<file path="src/rtl/axi_fifo_arb_pkg.sv">
// Shared types for the packet-granular round-robin stream merger.
package axi_fifo_arb_pkg;

   typedef enum logic {
      IDLE = 1'b0,
      LOCK = 1'b1
   } state_t;

   // Wide enough to index the largest supported source count (8).
   localparam int RR_PTR_W = 3;
   localparam int MAX_SRC  = 1 << RR_PTR_W;

endpackage

</file>
<file path="src/rtl/axi_fifo_arb_rr_select.sv">
// Round-robin pick: first set bit of req searching upward from last+1, wrapping.
// Purely combinational; vld is low when req is empty.
module rr_select
   import axi_fifo_arb_pkg::*;
#(
   parameter int NUM_SRC = 4
) (
   input  logic [NUM_SRC-1:0]  req,
   input  logic [RR_PTR_W-1:0] last,
   output logic [RR_PTR_W-1:0] sel,
   output logic                vld
);

   int idx;

   always_comb begin
      sel = '0;
      vld = 1'b0;
      idx = 0;
      for (int i = 1; i <= NUM_SRC; i++) begin
         idx = int'(last) + i;
         if (idx >= NUM_SRC) begin
            idx = idx - NUM_SRC;
         end
         if (!vld && |(req & (NUM_SRC'(1) << idx))) begin
            sel = idx[RR_PTR_W-1:0];
            vld = 1'b1;
         end
      end
   end

endmodule

</file>
<file path="src/rtl/axi_fifo_arb.sv">
// Merges NUM_SRC AXI-stream sources into one, locking a source for a whole packet; 1-cycle latency.
// Backpressure: only the granted source sees ready, and only while the output register can take a beat.
module axi_fifo_arb
   import axi_fifo_arb_pkg::*;
#(
   parameter int DATA_WIDTH = 32,
   parameter int NUM_SRC    = 4,
   parameter int ID_WIDTH   = 2
) (
   input  logic                          clk,
   input  logic                          async_reset_n,
   input  logic [NUM_SRC-1:0]            s_axis_tvalid,
   input  logic [NUM_SRC*DATA_WIDTH-1:0] s_axis_tdata,
   input  logic [NUM_SRC-1:0]            s_axis_tlast,
   output logic [NUM_SRC-1:0]            s_axis_tready,
   input  logic [NUM_SRC-1:0]            src_en,
   output logic                          m_axis_tvalid,
   output logic [DATA_WIDTH-1:0]         m_axis_tdata,
   output logic                          m_axis_tlast,
   output logic [ID_WIDTH-1:0]           m_axis_tuser,
   input  logic                          m_axis_tready,
   output logic                          busy,
   output logic [ID_WIDTH-1:0]           grant_id
);

   state_t                state;
   logic [RR_PTR_W-1:0]   last_grant;
   logic [RR_PTR_W-1:0]   rr_sel;
   logic                  rr_vld;
   logic [NUM_SRC-1:0]    req;
   logic [NUM_SRC-1:0]    gnt_oh;
   logic [NUM_SRC-1:0]    acc_vec;
   logic                  out_free;
   logic                  accept;
   logic                  beat_last;
   logic [DATA_WIDTH-1:0] beat_data;

   // The enable mask only gates new arbitration; a locked packet ignores it.
   assign req      = s_axis_tvalid & src_en;
   assign gnt_oh   = NUM_SRC'(1) << grant_id;
   assign out_free = ~m_axis_tvalid | m_axis_tready;

   assign s_axis_tready = (state == LOCK && out_free) ? gnt_oh : '0;
   assign acc_vec       = s_axis_tvalid & s_axis_tready;
   assign accept        = |acc_vec;
   assign beat_last     = |(s_axis_tlast & gnt_oh);

   always_comb begin
      beat_data = '0;
      for (int k = 0; k < NUM_SRC; k++) begin
         if (gnt_oh[k]) begin
            beat_data = s_axis_tdata[k*DATA_WIDTH +: DATA_WIDTH];
         end
      end
   end

   rr_select #(
      .NUM_SRC (NUM_SRC)
   ) u_rr_select (
      .req  (req),
      .last (last_grant),
      .sel  (rr_sel),
      .vld  (rr_vld)
   );

   always_ff @(posedge clk or negedge async_reset_n) begin
      if (!async_reset_n) begin
         state         <= IDLE;
         busy          <= 1'b0;
         grant_id      <= '0;
         last_grant    <= RR_PTR_W'(NUM_SRC - 1);
         m_axis_tvalid <= 1'b0;
         m_axis_tdata  <= '0;
         m_axis_tlast  <= 1'b0;
         m_axis_tuser  <= '0;
      end else begin
         if (accept) begin
            m_axis_tvalid <= 1'b1;
            m_axis_tdata  <= beat_data;
            m_axis_tlast  <= beat_last;
            m_axis_tuser  <= grant_id;
         end else if (m_axis_tready) begin
            m_axis_tvalid <= 1'b0;
         end

         case (state)
            IDLE: begin
               if (rr_vld) begin
                  grant_id <= ID_WIDTH'(rr_sel);
                  state    <= LOCK;
                  busy     <= 1'b1;
               end
            end
            LOCK: begin
               if (accept && beat_last) begin
                  last_grant <= RR_PTR_W'(grant_id);
                  state      <= IDLE;
                  busy       <= 1'b0;
               end
            end
         endcase
      end
   end

endmodule

</file>
<file path="config.mk">
export PLATFORM = sky130hd
export DESIGN_NAME = axi_fifo_arb
export DESIGN_NICKNAME = d
export VERILOG_FILES = /design/src/rtl/axi_fifo_arb_pkg.sv /design/src/rtl/axi_fifo_arb_rr_select.sv /design/src/rtl/axi_fifo_arb.sv
export SDC_FILE = /design/constraint.sdc
export NUM_CORES = 1
export LEC_CHECK = 0
export CAP_MARGIN = 15
export CORE_ASPECT_RATIO = 0.5
export CORE_MARGIN = 8
export CORE_UTILIZATION = 36
export CTS_BUF_LIST = sky130_fd_sc_hd__clkbuf_8 sky130_fd_sc_hd__clkbuf_16
export CTS_CLUSTER_SIZE = 24
export DETAILED_ROUTE_END_ITERATION = 12
export PLACE_DENSITY = 0.79
export SLEW_MARGIN = 20
export SYNTH_ARGS = -nofsm -noshare
export SYNTH_HDL_FRONTEND = slang
export SYNTH_SLANG_ARGS = --single-unit
</file>
<file path="constraint.sdc">
create_clock -name clk -period 2.6 [get_ports clk]
set_input_delay 0.26 -clock clk [delete_from_list [all_inputs] [get_ports clk]]
set_output_delay 0.26 -clock clk [all_outputs]
set_load 0.01 [all_outputs]
</file>
==> results of run 1 <==
-- area by class of cell --
cell class | instances | area share
tap | 96 | 0.0249
clock buffer | 5 | 0.0259
sequential | 42 | 0.219
timing repair buffer | 190 | 0.393
multi-input combinational | 131 | 0.327
clock inverter | 3 | 0.00830
inverter | 3 | 0.00233
-- cell usage in the layout (no fill, tap or decap), types with 2 or more instances in the layout --
cell type / n
mux2i_1: 2
clkbuf_16: 5
buf_4: 4
nand3_1: 16
dfrtp_1: 39
nand2_1: 8
ha_1: 7
mux2_1: 3
clkdlybuf4s50_1: 184
a22o_1: 2
mux2_2: 32
nand4_1: 4
nor2_1: 4
inv_1: 3
clkinv_2: 2
dfstp_2: 2
mux4_2: 33
-- state kept, by name (all words and copies together), names as in the netlist --
name	cells
m_axis_tdata	32
grant_id	2
last_grant	2
m_axis_tuser	2
busy	1
m_axis_tlast	1
m_axis_tvalid	1
state	1
-- kinds of logic after synthesis --
logic type | after synthesis | synth area share
AOI/OAI and AO/OA | 12 | 0.0384
and+or+nand+nor | 41 | 0.0772
DFF | 42 | 0.385
adders and majority gates | 7 | 0.0320
muxes | 71 | 0.428
buffers and inverters | 16 | 0.0393
-- through the flow --
| stage | instance area (um2) | utilization | worst slack, ns | instances |
|---|---|---|---|---|
| floorplan | 2740 | - | 0.618 | 189 |
| detailed placement | 4660 | 0.634 | 0.389 | 462 |
| CTS | 4820 | 0.656 | 0.323 | 470 |
| global route | 4820 | 0.656 | 0.201 | 470 |
| finish | 4820 | 0.656 | 0.356 | 470 |
| global placement | 4660 | 0.634 | 0.486 | 462 |
-- worst max-delay path: stages, from the launching register on --
cell	delay (ns)
dfrtp_2	0.59
buf_4	0.34
nand2_1	0.11
nor2_1	0.10
clkdlybuf4s50_1	0.56
-- power groups by stage --
stage          clock network [mW]  registers (mW)  logic, mW
2_1_floorplan                   0            1.34       1.71
3_3_place_gp                    0            1.26       2.93
3_5_place_dp                    0            1.28       3.01
4_1_cts                     0.713            1.27       3.03
5_1_grt                     0.752            1.33       3.19
6_report                    0.697            1.27       2.98
-- layer usage --
metal,part of all wire,vias to the layer above,GRT usage
met2,0.62,54,0.379
met5,0,-,0
met3,0.024,18,0.0342
li1,-,1116,-
met4,0.022,0,0.0554
met1,0.33,1264,0.173
-- worst paths after layout --
check	cells after the start	to	slack, ns
worst max-delay path	4	s_axis_tready[1]	0.36
worst min-delay path	1	m_axis_tvalid	0.11
worst max register to register	7	grant_id[0]	0.38
worst min register to register	2	m_axis_tuser[0]	0.49
max in group asynchronous	1	grant_id[0]	1.87
min in group clk	2	m_axis_tuser[0]	0.49
==> results.yml, run 1 <==
critical_path:
  crit_arrival_ns: 1.98
  critPathKind: "reg2out"
  regToRegStartpoint: "last_grant[0]"
  critPathLaunchType: "register"
  crit_path_end_kind: "output pin"
  startpoint: "grant_id[0]"
  cp_max_fo: 16
  crit_required_ns: 2.34
sta:
  grt_setup_unrepaired: "false"
  tightest_slew_ns: 0.912
  setup_viol_count_final: 0
  min_period_over_period: 0.863
  fin_crit_ns: 2.24
  hold_violations: 0
  tns_ns: 0
  slew_headroom: 0.392
  timing.fmax_ghz: 0.446
  finClkSkew_ns: 0.00368
  drv_slew: 0
  whs_ns: 0.108
drt:
  drt-total-wl_um: 9910
  drcViolationCount: 0
  wl_per_cell_um: 21.1
  vias: 2452
  viasPerCell: 5.22
  ant_nets: 0
  drt-initial-drc-count: 152
  drt_first_pass_iters: 5
cts:
  cts_setup_buffers: 0
  h-tree-depth: 2
  post_cts_resized: 0
  cts_tree: "done"
  hold_buffers: 0
  path_clk_slew_ns: 0.06
  clock_latency_ns: 0.28
  clock-sinks: 42
  root_buffer: "clkbuf_16"
  cts_buffers: 5
  clockBufferDepth: 2
cells_and_area:
  multi_input_area_um2: 1580
  syn_to_final_growth_pct: 76.2
  diodes: 0
  drive_gt1_frac: 0.227
  num-nets-final: 523
  regArea_um2: 1050
  fillers: 540
power:
  max-vdd-ir-drop_v: 0.000576
  seq_power_share: 0.257
  clock_power_share: 0.141
  leakage_nw: 1.88
  power_mw: 4.95
  swShare: 0.339
  p_int_mw: 3.27
  p_comb_frac: 0.602
  power_density_nw_per_um2: 1030
  power_switching_mw: 1.68
floorplanning:
  die_x_um: 139
  design.core.area_um2: 7350
  die-height_um: 77.7
  start_util: 0.372
  die_area_um2: 10800
  io_pins: 186
  row_count: 22
flow_run:
  maxCapViolCount: 0
synthesis:
  async_reset_ff_frac: 1.00
  synth_common_cells: "dfrtp_1, mux4_2, mux2_2"
  ys_types: 37
  syn_inst: 189
  yosys_register_bits: 42
  synth_edf_count: 0
  yosysTopAreaCell: "dfrtp_1"
  synthTopCellsByArea: "dfrtp_1, mux4_2, mux2_2"
  synthesis.nets: 339
  avgSynthCellArea_um2: 14.5
  yosys.cell_count.top_type: "dfrtp_1"
  yosysSeqAreaShare: 0.385
  synthFlopType: "dfrtp_1"
  yosysTopAreaCellShare: 0.366
  syn_area_um2: 2740
  synth_warnings: 0
grt:
  grt_pass1_vias: 2768
  grt_pass1_wl_um: 15100
  overflow: 0
  antenna_found_initial: 0
  grt_max_degree: 43
  grt_use_total: 0.179
outcome:
  outcome: "complete, no violations"
placement:
  port_buffers: 185
  place.gp.congestion: 0.810
  dp_hpwl_um: 8320
min_path:
  hold_path.class: "in2async"
(Power assumes the default switching activity.)
==> inputs of run 2 (changes only) <==
- CORE_MARGIN: 8 -> 5
- HOLD_SLACK_MARGIN: unset -> 0.06
==> run 2 against run 1 <==
Against the previous run: final cell count increased by 0.64%; maximum frequency shrank 0.32%; largest cell class unchanged; critical path depth grew 3; non-clock buffer count increased by 3; total power up 2.2%; largest power group unchanged; clock-buffer cell count is 1 higher; worst setup slack worse by 0.0071 ns; hold slack better by 0.31 ns; critical endpoint is now grant_id[0]; die area fell by 12%.
==> results.yml, run 2 (synthesized netlist as in run 1, its figures left out) <==
drt:
  drt-initial-drc-count: 144
  vias: 2437
  wl_per_cell_um: 19.9
  ant_nets: 0
  drt-total-wl_um: 9400
  viasPerCell: 5.15
  drt_first_pass_iters: 5
  drcViolationCount: 0
cts:
  hold_buffers: 0
  root_buffer: "clkbuf_16"
  cts_buffers: 5
  clockBufferDepth: 2
  clock-sinks: 42
  cts_setup_buffers: 0
  post_cts_resized: 0
  cts_tree: "done"
  h-tree-depth: 2
  clock_latency_ns: 0.29
  path_clk_slew_ns: 0.06
cells_and_area:
  largest_reg_flops: 32
  top_register: "m_axis_tdata"
  post-route-util: 0.664
  stdcell_count: 473
  drive_gt1_frac: 0.231
  fin_area_um2: 4880
  fillers: 541
  syn_to_final_growth_pct: 78.4
  layout_commonest_cell: "clkdlybuf4s50_1"
  num-nets-final: 526
  most-common-layout-cells: "clkdlybuf4s50_1, dfrtp_1, mux4_2"
  diodes: 0
floorplanning:
  start_util: 0.372
  io_pins: 186
  die_area_um2: 9550
  design.core.area_um2: 7350
  die_x_um: 133
  die-height_um: 71.7
  row_count: 22
critical_path:
  ff2ff_path_depth: 7
  crit_required_ns: 2.77
  critPathLaunchType: "register"
  r2r_slack_ns: 0.35
  slowest_stage: "dfstp_2"
  reg2reg_to: "grant_id[0]"
  critPathKind: "reg2reg"
  crit_path_end_kind: "register"
  crit_chain: "inv_1 -> ha_1 -> nand3_1 -> nand4_1 -> nor4_1 -> nor2_1 -> mux2_2"
  cp_max_fo: 6
  crit_arrival_ns: 2.42
  cpPeakStageDelay_ns: 0.57
  crit_end: "grant_id[0]"
  regToRegStartpoint: "last_grant[1]"
  startpoint: "last_grant[1]"
flow_run:
  maxCapViolCount: 0
power:
  max-vdd-ir-drop_v: 0.000592
  clock_power_share: 0.166
  p_comb_frac: 0.589
  swShare: 0.329
  power_density_nw_per_um2: 1040
  seq_power_share: 0.245
  power_switching_mw: 1.67
  p_int_mw: 3.39
  leakage_nw: 1.91
sta:
  finClkSkew_ns: 0.00386
  grt_setup_unrepaired: "false"
  drv_slew: 0
  min_period_over_period: 0.866
  tns_ns: 0
  slew_headroom: 0.738
  timing.fmax_ghz: 0.444
  tightest_slew_ns: 0.384
  fin_crit_ns: 2.25
  hold_violations: 0
  setup_viol_count_final: 0
placement:
  port_buffers: 185
  dpl-instance-area_um2: 4650
  dp_hpwl_um: 7840
  place.gp.congestion: 0.915
  numPlacedInstances: 463
grt:
  grt_use_total: 0.191
  antenna_found_initial: 0
  grt_pass1_vias: 2617
  grt_pass1_wl_um: 14000
  overflow: 0
  grt_max_degree: 43
outcome:
  outcome: "complete, no violations"
min_path:
  hold_path.class: "in2async"
## run 2: cell types whose count changed in the layout (fill, tap and decap cells not counted), sizes merged
cell / before / now
clkbuf: 5 / 6
bufinv: 1 / 2
dlygate4sd3: 0 / 1
buf: 6 / 8
clkinv: 2 / 0
## run 2: layout make-up
cell class	count	area, um2	share of cell area
Inverter	3	11.3	0.00231
Tap cell	96	120	0.0246
Timing Repair Buffer	193	1920	0.394
Sequential cell	42	1050	0.216
Multi-Input combinational cell	131	1580	0.323
Clock inverter	2	60.1	0.0123
Clock buffer	6	139	0.0284
## run 2: metrics by stage
stage	hold WS (ns)	power (mW)	setup slack, ns
after floorplan	-0.0356	3.05	0.618
after global placement	0.442	4.16	0.527
after detailed placement	0.474	4.25	0.414
after CTS	0.162	5.12	0.396
after global routing	0.459	5.34	0.195
final	0.419	5.06	0.349
## run 2: power by group through the flow
stage	registers, mW	clock network [mW]	logic [mW]
4_1_cts	1.24	0.861	3.01
3_5_place_dp	1.25	0	3.00
5_1_grt	1.29	0.880	3.17
2_1_floorplan	1.34	0	1.71
3_3_place_gp	1.23	0	2.93
6_report	1.24	0.839	2.98
## run 2: routing by layer
layer	GRT usage	share of wire
met5	0	0
met4	0.0604	0.020
met3	0.0358	0.032
met2	0.377	0.59
met1	0.211	0.36
## run 2: how the worst min path moves through the flow
stage	slack (ns)	cells past startpoint	startpoint	to
floorplan	-0.04	0	async_reset_n	busy
detailed placement	0.47	1	async_reset_n	m_axis_tuser[0]
finish	0.42	2	async_reset_n	m_axis_tuser[0]
global route	0.46	2	async_reset_n	grant_id[1]
CTS	0.16	1	async_reset_n	m_axis_tuser[0]
global placement	0.44	1	async_reset_n	m_axis_tuser[0]
## run 2: critical path: cells and delay by family (launching register included)
family                     cells  cell delay, ns
and+or+nand+nor                4            0.92
DFF                            1            0.57
muxes                          1            0.29
buffers and inverters          1            0.11
adders and majority gates      1            0.24
==> RTL change (flow settings as in run 2) <==
Change the parameter `ID_WIDTH` from 2 to 4.
--- a/src/rtl/axi_fifo_arb.sv
+++ b/src/rtl/axi_fifo_arb.sv
@@ -5,7 +5,7 @@
 #(
    parameter int DATA_WIDTH = 32,
    parameter int NUM_SRC    = 4,
-   parameter int ID_WIDTH   = 2
+   parameter int ID_WIDTH   = 4
 ) (
    input  logic                          clk,
    input  logic                          async_reset_n,
Ports: changed (resized grant_id and m_axis_tuser); port bits go from 186 to 190. No check against the original RTL was run, so the function may have changed too.
==> RTL change against run 2 <==
Routed wire length increased by 4.6%. Sequential cell count rose by 3. Critical path type unchanged. Total power down 1.1%. Cell area up 5.3%. Synthesized area up 11%. Die area increased by 9.6%. Critical endpoint is now grant_id[2]. Setup slack lost 240 ps. Sequential power up 4%. Fmax down 9.5%.
==> RTL change: results (changes against run 2) <==
status: "finished, final reports clean"
wl_met2_mm: 5.76  # +3.8%
clkTransAtPathRegs_ps: 60  # about the same
grt_pass1_wl_mm: 15.0  # +6.9%
seq_area_share_pct: 22.0  # +0.37 points
n_fill_cell: 666  # +23%
synth_compound_area_share_pct: 11.5  # +7.6 points
dp.final_hpwl_mm: 8.24  # +5.1%
synth_cell_types: 40  # +8.1%
skew_ps: 3.40  # -0.457 ps
synth_area_leaders: "dfrtp_1 (35%), mux4_2 (25%), nand2b_1 (6.8%)"
crit_fanout: 8  # +2
met3_usage_pct: 3.05  # -0.53 points
signal_buffers: 197  # +2.1%
gp_congestion: 0.837  # -8.5%
synthMuxAreaShare_pct: 25.9  # -17 points
wl_met1_mm: 3.66  # +8.7%
synth_xor_area_share_pct: 0.289  # +0.29 points
cts_setup_buffers: 0  # unchanged
signal_buffer_area_fraction_pct: 37.8  # -1.6 points
final-clk-cell-share_pct: 2.65  # -1.4 points
r2r_cells: 8  # +1
portBuffers: 187  # +1.1%
drtIter0Drc: 125  # -13%
cts-root-buf: "clkbuf_16"
track_usage_pct: 18.2  # -0.95 points
multi_input_area_share_pct: 34.5  # +2.2 points
grt_pass1_vias: 2879  # +10%
timing.slew.headroom_pct: 46.5  # -27 points
largest_register: "m_axis_tdata"
crit_family: "compound AO/OA/AOI/OAI gates"
synth-seq-area-share_pct: 37.2  # -1.3 points
p_leak_nw: 2.07  # +8.9%
hold_path_class: "primary input to async pin"
fin_nets: 606  # +15%
wl_per_cell_um: 17.2  # -13%
drt-total-wl_mm: 9.83  # +4.6%
dp_cells: 563  # +22%
avgSynthCellArea_sq_um: 11.0  # -24%
cts.repair.resized: 0  # unchanged
multi_input_gates: 203  # +55%
grt_antenna_before_repair: 0  # unchanged
ys_top_cells_by_count: "dfrtp_1 (43), nand2_1 (39), o21ai_0 (37)"
grt.met1_usage_pct: 21.3  # +0.23 points
num-clock-buffers: 5  # -1
largest_reg_flops: 32  # unchanged
vias_per_cell: 5.01  # -2.7%
synthAdderAreaFrac_pct: 2.06  # -1.1 points
wl_met3_um: 321  # +6.6%
dr.pass1.iters: 4  # -1
grt_max_degree: 37  # -14%
design.seq.count: 45  # +7.1%
drive_gt1_share_pct: 13.3  # -9.8 points
met2_usage_pct: 36.1  # -1.6 points
peakVddDrop_mv: 0.419  # -29%
max_stage_delay_ps: 610  # +40 ps
routed.top_layer: "met4"
inv_count: 6  # +3
## RTL change: worst paths after layout
check / endpoint / slack [ps]
min in group clk: m_axis_tdata[17] / 480
min reg2reg: m_axis_tdata[17] / 480
min: m_axis_tuser[1] / 60
max in group asynchronous: m_axis_tdata[7] / 1940
max: grant_id[2] / 110
max reg2reg: grant_id[2] / 110
## RTL change: metrics by stage
| stage | setup slack (ps) | area, sq um | util (%) |
|---|---|---|---|
| after floorplan | 156 | 3040 | - |
| after global placement | 216 | 5010 | 61.7 |
| after detailed placement | 154 | 5010 | 61.7 |
| after CTS | 137 | 5140 | 63.4 |
| after global routing | 5.20 | 5140 | 63.4 |
| final | 114 | 5140 | 63.4 |
## RTL change: power breakdown
| group | switching (mW) | total [mW] | internal, mW | leakage [nW] |
|---|---|---|---|---|
| registers | 0.244 | 1.29 | 1.05 | 0.553 |
| clock network | 0.253 | 0.599 | 0.346 | 0.0776 |
| logic | 1.41 | 3.11 | 1.70 | 1.44 |
| total | 1.91 | 5.00 | 3.09 | 2.07 |
